--- src/rtl/rgb2gray_frame_ctrl.sv ---
// Frame sequencer: streams R,G,B words from the frame store to rgb2gray one pixel
// per three cycles and writes the returned grayscale results to the output buffer.
module rgb2gray_frame_ctrl #(
   parameter int unsigned NUM_PIXELS    = 4096,
   parameter int unsigned ADDR_W        = 14,
   parameter int unsigned OUT_ADDR_W    = 12,
   parameter int unsigned DRAIN_TIMEOUT = 64
) (
   input  logic                  clk,
   input  logic                  rst,
   input  logic                  start_i,
   input  logic                  abort_i,
   output logic [ADDR_W-1:0]     mem_addr_o,
   output logic                  mem_rd_o,
   input  logic [15:0]           mem_data_i,
   output logic [7:0]            red_o,
   output logic [7:0]            green_o,
   output logic [7:0]            blue_o,
   output logic                  conv_valid_o,
   input  logic [7:0]            gray_i,
   input  logic                  gray_valid_i,
   output logic [OUT_ADDR_W-1:0] out_addr_o,
   output logic [7:0]            out_data_o,
   output logic                  out_we_o,
   output logic                  busy_o,
   output logic                  frame_done_o,
   output logic                  error_o,
   output logic [OUT_ADDR_W:0]   pix_count_o
);

   localparam int unsigned          DRAIN_W     = $clog2(DRAIN_TIMEOUT + 1);
   localparam logic [ADDR_W-1:0]    LAST_ADDR   = ADDR_W'(3 * NUM_PIXELS - 1);
   localparam logic [OUT_ADDR_W:0]  PIX_FULL    = (OUT_ADDR_W + 1)'(NUM_PIXELS);
   localparam logic [DRAIN_W-1:0]   DRAIN_LIMIT = DRAIN_W'(DRAIN_TIMEOUT);

   typedef enum logic [1:0] {
      IDLE  = 2'd0,
      READ  = 2'd1,
      DRAIN = 2'd2,
      DONE  = 2'd3
   } state_t;

   state_t                 state_q, state_d;

   logic                   start_ok;
   logic                   active;
   logic                   last_issue;
   logic                   res_accept;
   logic                   complete;
   logic                   timeout;

   logic [ADDR_W-1:0]      rd_cnt_q, rd_cnt_d;
   logic                   rtn_valid_q;
   logic [1:0]             rtn_phase_q;
   logic [7:0]             red_q, green_q, blue_q;
   logic                   conv_valid_q;
   logic [OUT_ADDR_W:0]    pix_cnt_q, pix_cnt_d;
   logic [DRAIN_W-1:0]     drain_cnt_q, drain_cnt_d;
   logic [OUT_ADDR_W-1:0]  out_addr_q;
   logic [7:0]             out_data_q;
   logic                   out_we_q;
   logic                   error_q;

   logic [7:0]             unused_mem_hi;
   assign unused_mem_hi = mem_data_i[15:8];

   always_comb begin
      start_ok   = (state_q == IDLE) && start_i;
      active     = (state_q == READ) || (state_q == DRAIN);
      last_issue = (state_q == READ) && (rd_cnt_q == LAST_ADDR);
      res_accept = active && gray_valid_i && !abort_i && (pix_cnt_q != PIX_FULL);

      rd_cnt_d = rd_cnt_q;
      if (start_ok) begin
         rd_cnt_d = '0;
      end else if ((state_q == READ) && !abort_i && !last_issue) begin
         rd_cnt_d = rd_cnt_q + ADDR_W'(1);
      end

      pix_cnt_d = pix_cnt_q;
      if (start_ok) begin
         pix_cnt_d = '0;
      end else if (res_accept) begin
         pix_cnt_d = pix_cnt_q + (OUT_ADDR_W + 1)'(1);
      end

      // A result landing in the same cycle counts, so completion beats timeout
      complete = (state_q == DRAIN) && (pix_cnt_d == PIX_FULL);

      drain_cnt_d = drain_cnt_q;
      if (start_ok) begin
         drain_cnt_d = '0;
      end else if ((state_q == DRAIN) && !complete) begin
         drain_cnt_d = drain_cnt_q + DRAIN_W'(1);
      end

      timeout = (state_q == DRAIN) && !complete && !abort_i && (drain_cnt_d == DRAIN_LIMIT);
   end

   always_ff @(posedge clk or negedge rst) begin
      if (!rst) begin
         state_q <= IDLE;
      end else begin
         state_q <= state_d;
      end
   end

   always_comb begin
      state_d = state_q;
      unique case (state_q)
         IDLE: begin
            if (start_i) state_d = READ;
         end
         READ: begin
            if (abort_i)         state_d = IDLE;
            else if (last_issue) state_d = DRAIN;
         end
         DRAIN: begin
            if (abort_i)       state_d = IDLE;
            else if (complete) state_d = DONE;
            else if (timeout)  state_d = IDLE;
         end
         DONE: begin
            state_d = IDLE;
         end
         default: begin
            state_d = IDLE;
         end
      endcase
   end

   always_comb begin
      mem_rd_o     = 1'b0;
      busy_o       = 1'b0;
      frame_done_o = 1'b0;
      unique case (state_q)
         IDLE: begin
         end
         READ: begin
            mem_rd_o = 1'b1;
            busy_o   = 1'b1;
         end
         DRAIN: begin
            busy_o = 1'b1;
         end
         DONE: begin
            frame_done_o = !abort_i;
         end
         default: begin
         end
      endcase
   end

   // Returned words are tagged by rtn_phase_q: 0 red, 1 green, 2 blue + beat.
   // The write address is the saturating result count, so it can never wrap.
   always_ff @(posedge clk or negedge rst) begin
      if (!rst) begin
         rd_cnt_q     <= '0;
         rtn_valid_q  <= 1'b0;
         rtn_phase_q  <= '0;
         red_q        <= '0;
         green_q      <= '0;
         blue_q       <= '0;
         conv_valid_q <= 1'b0;
         pix_cnt_q    <= '0;
         drain_cnt_q  <= '0;
         out_addr_q   <= '0;
         out_data_q   <= '0;
         out_we_q     <= 1'b0;
         error_q      <= 1'b0;
      end else begin
         rd_cnt_q     <= rd_cnt_d;
         pix_cnt_q    <= pix_cnt_d;
         drain_cnt_q  <= drain_cnt_d;
         conv_valid_q <= 1'b0;
         out_we_q     <= 1'b0;
         rtn_valid_q  <= (state_q == READ) && !abort_i;

         if (start_ok) begin
            rtn_phase_q <= '0;
         end else if (rtn_valid_q && !abort_i) begin
            unique case (rtn_phase_q)
               2'd0: begin
                  red_q       <= mem_data_i[7:0];
                  rtn_phase_q <= 2'd1;
               end
               2'd1: begin
                  green_q     <= mem_data_i[7:0];
                  rtn_phase_q <= 2'd2;
               end
               default: begin
                  blue_q       <= mem_data_i[7:0];
                  conv_valid_q <= 1'b1;
                  rtn_phase_q  <= 2'd0;
               end
            endcase
         end

         if (res_accept) begin
            out_we_q   <= 1'b1;
            out_data_q <= gray_i;
            out_addr_q <= pix_cnt_q[OUT_ADDR_W-1:0];
         end

         if (start_ok) begin
            error_q <= 1'b0;
         end else if (timeout) begin
            error_q <= 1'b1;
         end
      end
   end

   assign mem_addr_o   = rd_cnt_q;
   assign red_o        = red_q;
   assign green_o      = green_q;
   assign blue_o       = blue_q;
   assign conv_valid_o = conv_valid_q;
   assign out_addr_o   = out_addr_q;
   assign out_data_o   = out_data_q;
   assign out_we_o     = out_we_q;
   assign error_o      = error_q;
   assign pix_count_o  = pix_cnt_q;

endmodule

--- config.mk ---
export PLATFORM = sky130hd
export DESIGN_NAME = rgb2gray_frame_ctrl
export DESIGN_NICKNAME = d
export VERILOG_FILES = /design/src/rtl/rgb2gray_frame_ctrl.sv
export SDC_FILE = /design/constraint.sdc
export NUM_CORES = 1
export LEC_CHECK = 0
export ABC_AREA = 1
export CELL_PAD_IN_SITES_DETAIL_PLACEMENT = 1
export CELL_PAD_IN_SITES_GLOBAL_PLACEMENT = 1
export CORE_ASPECT_RATIO = 1.25
export CORE_UTILIZATION = 33
export CTS_CLUSTER_DIAMETER = 100
export DETAILED_ROUTE_END_ITERATION = 12
export HOLD_SLACK_MARGIN = 0.06
export PLACE_DENSITY_LB_ADDON = 0.12
export SLEW_MARGIN = 40
export SYNTH_ARGS = -nofsm -noshare
export SYNTH_HDL_FRONTEND = slang
export SYNTH_SLANG_ARGS = --single-unit
--- constraint.sdc ---
create_clock -name clk -period 2.7 [get_ports clk]
set_clock_uncertainty 0.15 [all_clocks]
set_input_delay 0.27 -clock clk [delete_from_list [all_inputs] [get_ports clk]]
set_output_delay 0.27 -clock clk [all_outputs]
set_load 0.02 [all_outputs]
==> flow_metrics.py, run 1 <==
metrics = {
    "critical_path": {
        "cp-end-kind": "flip-flop",
        "path_class": "reg2reg",
        "start_kind": "flip-flop",
        "worst-path-max-fanout": 6,
        "critPathMostFrequentCell": "nand2_2",
        "worstPathCellList": "inv_2, ha_4, nand3_4, nor2_8, nand2_8, buf_6, nand3_2, nand2_2, nand2_2, nand2_2, nor3_4, nand2_4, nand2_2, nand2_2, nand3_2, nand2_2, nor2_4, nand2_2, nand2_2, nand2_2, nand2_1, nand2_1",
        "slowest_stage": "dfrtp_2",
        "crit_arrival_ps": 2850,
        "cp.required_ps": 2790,
        "slowest_delay_ps": 420,
    },
    "status": {
        "violations": "setup timing",
        "outcome": "finished, violations left",
    },
    "grt": {
        "grt_pass1_wl_mm": 21.9,
        "grt_max_degree": 43,
        "grt_pass1_vias": 4590,
        "antenna_found_initial": 0,
        "overflow": 0,
        "grtUsageTotal": 0.205,
    },
    "layout": {
        "antenna_cells": 0,
        "finalCoreUtilization": 0.527,
        "layout_commonest_cell": "nand2_1",
        "layout_common_cells": "nand2_1, clkdlybuf4s50_1, dfrtp_1",
        "syn2layout_area_growth_pct": 54.0,
        "layout.nets": 759,
        "post_route_cells_drive_above_1_share": 0.258,
    },
    "floorplanning": {
        "core-area_um2": 12800,
        "die_y_um": 131,
        "die_w_um": 105,
        "die_area_um2": 13700,
        "start_util": 0.342,
        "rows": 46,
        "num_io_pins": 106,
    },
    "place": {
        "place_ws_ps": -334,
        "dp_hpwl_mm": 9.77,
        "portBuffers": 97,
        "gp_congestion": 0.816,
    },
    "route": {
        "drtIter0Drc": 107,
        "ant_nets": 0,
        "vias": 4252,
        "routed_wl_mm": 13.6,
        "viasPerCell": 4.76,
        "dr.pass1.iters": 4,
        "drc": 0,
        "wl_per_cell_um": 15.3,
    },
    "power": {
        "leakage_nw": 3.30,
        "finalPower_w": 0.00596,
        "peakVddDrop_mv": 0.410,
        "power_density_nw_per_um2": 886,
    },
    "synth": {
        "syn_area_um2": 4370,
        "syn_nets": 584,
        "synthCells": 546,
        "synth_area_leaders": "dfrtp_1, nand2_1, inv_1",
        "synthDistinctLibCells": 30,
        "synth.yosys.warnings": 0,
        "ys.flop_type": "dfrtp_1",
        "async_flop_share": 1.00,
        "netlist.area_leader.share": 0.492,
        "yosysSeqAreaShare": 0.492,
        "synth_edf_count": 0,
        "ys_seq_elements": 86,
        "synth.avg_cell_area_um2": 8.01,
        "synth_top_area_cell": "dfrtp_1",
    },
    "clock_tree": {
        "clockBufferDepth": 2,
        "cts-root-buf": "clkbuf_16",
        "cts_tree": "done",
        "clk_latency_ps": 340,
        "cts.sinks": 86,
        "cts-buffers-inserted": 9,
        "htree_levels": 3,
        "clkSlewWorstSetupHoldPaths_ps": 70,
    },
    "flow_run": {
        "cap_violations": 0,
    },
    "timing": {
        "max_freq_ghz": 0.362,
        "rsz0062_at_grt": "yes",
        "slew_headroom": 0.619,
        "hold_violations": 0,
        "period_minus_slack_ps": 2760,
        "setup_viol": 3,
        "period_share": 1.02,
        "setup_ws_ps": -59.8,
        "slew_violations": 0,
        "whs_ps": 300,
        "tightest_slew_ps": 572,
    },
    "hold_path": {
        "hold_path_class": "in2reg",
    },
}
-- sequential cells by signal, summed over array words and instances, names as in the netlist --
register      count
mem_addr_o       14
pix_count_o      13
out_addr_o       12
blue_o            8
green_o           8
out_data_o        8
red_o             8
drain_cnt_q       7
rtn_phase_q       2
state_q           2
conv_valid_o      1
error_o           1
out_we_o          1
rtn_valid_q       1
-- what timing repair did --
action                     4_1_cts  5_1_grt
hold buffers                     1        0
pin swaps                       24       30
resized for setup               38       39
gates cloned                     2        0
buffers inserted                11        5
setup endpoints to repair        3        5
hold endpoints to repair        39        0
-- cell usage after synthesis, types with 4 or more instances --
cell      count
nand2_1     166
dfrtp_1      86
inv_1        79
o21ai_0      47
nand3_1      36
nor2_1       32
nand2_2      20
a21oi_1      12
ha_1          9
clkbuf_1      8
nand4_1       7
nor3_1        7
inv_2         4
nor2_4        4
-- path summary, 6_finish.rpt --
check	to	startpoint	depth (start not counted)	slack, ps
setup / recovery	state_q[0]	pix_count_o[0]	22	-60
hold / removal	out_data_o[4]	gray_i[4]	3	300
setup reg to reg	state_q[0]	pix_count_o[0]	22	-60
hold reg to reg	out_data_o[4]	out_data_o[4]	2	330
max in group asynchronous	out_data_o[3]	rst	3	1390
min in group asynchronous	out_addr_o[4]	rst	2	310
-- layer usage --
layer,GRT usage,vias up,part of all wire
li1,-,2059,-
met1,0.208,2084,0.38
met3,0.0387,33,0.024
met4,0.0920,0,0.036
met2,0.406,76,0.56
met5,0,-,0
-- where the power goes --
group	total, W	internal (W)	switching, W
combinational	0.00294	0.00131	0.00163
sequential	0.00176	0.00159	0.000175
clock	0.00126	0.000718	0.000539
total	0.00596	0.00362	0.00235
-- metrics by stage --
| step | cells | setup TNS, ps | cell area [µm²] |
|---|---|---|---|
| final | 893 | -145 | 6730 |
| after global routing | 893 | -771 | 6730 |
| after CTS | 888 | -89.2 | 6540 |
| after detailed placement | 860 | -945 | 5980 |
| after global placement | 860 | -553 | 5980 |
| after floorplan | 546 | 0 | 4390 |
-- layout make-up --
cell class / instances / area (µm²)
flip-flops and latches: 86 / 2150
multi-input cells: 366 / 2150
fillers: 1535 / 6050
inverters: 83 / 324
clock buffers: 9 / 225
clock inverters: 6 / 71.3
repair buffers: 175 / 1600
well taps: 168 / 210
-- worst max-delay path, delay by kind of cell (launching register included) --
family / cells / cell delay (ps)
and+or+nand+nor: 19 / 1680
DFF: 1 / 420
buffers and inverters: 2 / 250
adders and majority gates: 1 / 150
-- logic make-up after synthesis --
logic type | share of synthesized area
flip-flops | 0.492
XOR/XNOR | 0.00601
adder cells (fa/ha/maj) | 0.0258
AO/OA/AOI/OAI | 0.0793
buffers and inverters | 0.0873
AND/OR/NAND/NOR | 0.309
Power figures use the tool's default switching activity.
==> run 2, diff against run 1 <==
--- a/config.mk
+++ b/config.mk
@@ -13,6 +13,7 @@
 export CTS_CLUSTER_DIAMETER = 100
 export DETAILED_ROUTE_END_ITERATION = 12
 export HOLD_SLACK_MARGIN = 0.06
+export MAX_ROUTING_LAYER = met4
 export PLACE_DENSITY_LB_ADDON = 0.12
 export SLEW_MARGIN = 40
 export SYNTH_ARGS = -nofsm -noshare
==> run 2 against run 1 <==
The flow still finishes with violations (setup timing); worst hold slack improved by 1.6 ps; wire length down 0.15%; setup slack gained 3.8 ps; combinational power hardly changed; cell count unchanged; largest cell class unchanged; die area did not move; sequential power barely moved; critical path depth unchanged.
==> flow_metrics.py, run 2 (synthesis gave the netlist of run 1 again) <==
metrics = {
    "timing": {
        "setup_viol": 3,
        "rsz0062_at_grt": "yes",
        "period_minus_slack_ps": 2760,
        "max_freq_ghz": 0.363,
        "whs_ps": 301,
        "slew_headroom": 0.620,
        "setup_ws_ps": -56.1,
        "period_share": 1.02,
        "slew_violations": 0,
        "hold_violations": 0,
        "tightest_slew_ps": 571,
    },
    "critical_path": {
        "worstPathCellList": "inv_2, ha_4, nand3_4, nor2_8, nand2_8, buf_6, nand3_2, nand2_2, nand2_2, nand2_2, nor3_4, nand2_4, nand2_2, nand2_2, nand3_2, nand2_2, nor2_4, nand2_2, nand2_2, nand2_2, nand2_1, nand2_1",
        "critPathLaunch": "pix_count_o[0]",
        "cp-end-kind": "flip-flop",
        "critPathMostFrequentCell": "nand2_2",
        "path_class": "reg2reg",
        "slowest_stage": "dfrtp_2",
        "worst-path-max-fanout": 6,
        "worstReg2RegStart": "pix_count_o[0]",
        "crit_family": "simple AND/OR/NAND/NOR gates",
        "crit_arrival_ps": 2840,
        "slowest_delay_ps": 420,
        "path_buf_inv": 2,
        "cp.required_ps": 2790,
        "start_kind": "flip-flop",
    },
    "grt": {
        "grt_pass1_wl_mm": 21.8,
        "antenna_found_initial": 0,
        "grt_pass1_vias": 4584,
        "overflow": 0,
        "grt_max_degree": 43,
        "grtUsageTotal": 0.210,
    },
    "layout": {
        "largest_reg_flops": 14,
        "final-seq-area_um2": 2150,
        "post_route_cells_drive_above_1_share": 0.258,
        "nFillCells": 1535,
        "syn2layout_area_growth_pct": 54.0,
        "layout.nets": 759,
        "antenna_cells": 0,
        "layout_common_cells": "nand2_1, clkdlybuf4s50_1, dfrtp_1",
        "fin_area_um2": 6730,
        "multi_input_area_um2": 2150,
        "finalCoreUtilization": 0.527,
        "layout_commonest_cell": "nand2_1",
    },
    "route": {
        "drtIter0Drc": 100,
        "routed_wl_mm": 13.6,
        "dr.pass1.iters": 4,
        "viasPerCell": 4.76,
        "wl_per_cell_um": 15.2,
        "drc": 0,
        "ant_nets": 0,
        "vias": 4254,
    },
    "clock_tree": {
        "htree_levels": 3,
        "clkSlewWorstSetupHoldPaths_ps": 70,
        "cts.sinks": 86,
        "clk_latency_ps": 340,
        "cts-root-buf": "clkbuf_16",
        "cts-buffers-inserted": 9,
        "clockBufferDepth": 2,
        "cts_tree": "done",
    },
    "place": {
        "gp_congestion": 0.828,
        "place_ws_ps": -334,
        "dp_hpwl_mm": 9.77,
        "portBuffers": 97,
        "dpl_cell_area_um2": 5980,
    },
    "floorplanning": {
        "start_util": 0.342,
        "num_io_pins": 106,
        "die_w_um": 105,
        "die_y_um": 131,
        "core-area_um2": 12800,
        "rows": 46,
        "die_area_um2": 13700,
    },
    "status": {
        "violations": "setup timing",
        "outcome": "finished, violations left",
    },
    "power": {
        "sequentialPowerShare": 0.296,
        "leakage_nw": 3.30,
        "power_density_nw_per_um2": 885,
        "pwr-share-clk": 0.210,
        "p_int_w": 0.00362,
        "peakVddDrop_mv": 0.410,
        "sw_frac_of_total": 0.393,
        "p_switching_w": 0.00234,
        "p_comb_frac": 0.494,
    },
    "hold_path": {
        "hold_path_class": "in2reg",
        "hold_start": "gray_i[4]",
    },
    "flow_run": {
        "cap_violations": 0,
    },
}
==> run 2: tightest hold or removal path, cell delays in order <==
cell,delay [ps]
clkdlybuf4s50_1,390
nand2_1,60
nand2_1,40
==> run 2: routing by layer <==
metal  track usage  part of all wire  up-vias
li1              -                 -     2060
met1         0.208              0.38     2091
met2         0.407              0.56       70
met3        0.0342             0.020       33
met4        0.0920             0.035        0
met5             -                 0        -
==> run 2: per-stage QoR <==
step                TNS, ps  std cells  power (W)
global placement       -553        860    0.00422
global route           -766        893    0.00632
CTS                   -89.2        888    0.00586
floorplan                 0        546    0.00313
finish                 -134        893    0.00596
detailed placement     -945        860    0.00431
==> run 2: area by class of cell <==
| type | instances | share of cell area |
|---|---|---|
| flip-flops and latches | 86 | 0.320 |
| multi-input cells | 366 | 0.320 |
| repair buffers | 175 | 0.237 |
| inverters | 83 | 0.0481 |
| clock buffers | 9 | 0.0335 |
| well taps | 168 | 0.0312 |
| clock inverters | 6 | 0.0106 |
==> run 2: path summary, 6_finish.rpt <==
path                                       to  slack, ps  cells after the start
worst max-delay path               state_q[0]        -60                     22
worst min-delay path            out_data_o[4]        300                      3
worst max register to register     state_q[0]        -60                     22
worst min register to register  out_data_o[4]        330                      2
max in group asynchronous       mem_addr_o[7]       1390                      3
min in group asynchronous       out_addr_o[4]        310                      2
==> run 2: timing repair <==
action | 4_1_cts | 5_1_grt
endpoints found under the hold margin | 39 | 0
cloned | 2 | 0
resized for setup | 38 | 39
endpoints found under the setup margin | 3 | 5
pin swaps | 24 | 30
setup buffers | 11 | 5
hold buffers | 1 | 0
==> run 2: power by group through the flow <==
stage / registers [W] / clock network [W] / logic [W]
after floorplan: 0.00210 / 0 / 0.00103
after global placement: 0.00177 / 0 / 0.00245
after detailed placement: 0.00179 / 0 / 0.00253
after CTS: 0.00176 / 0.00129 / 0.00280
after global routing: 0.00180 / 0.00134 / 0.00319
final: 0.00176 / 0.00125 / 0.00294
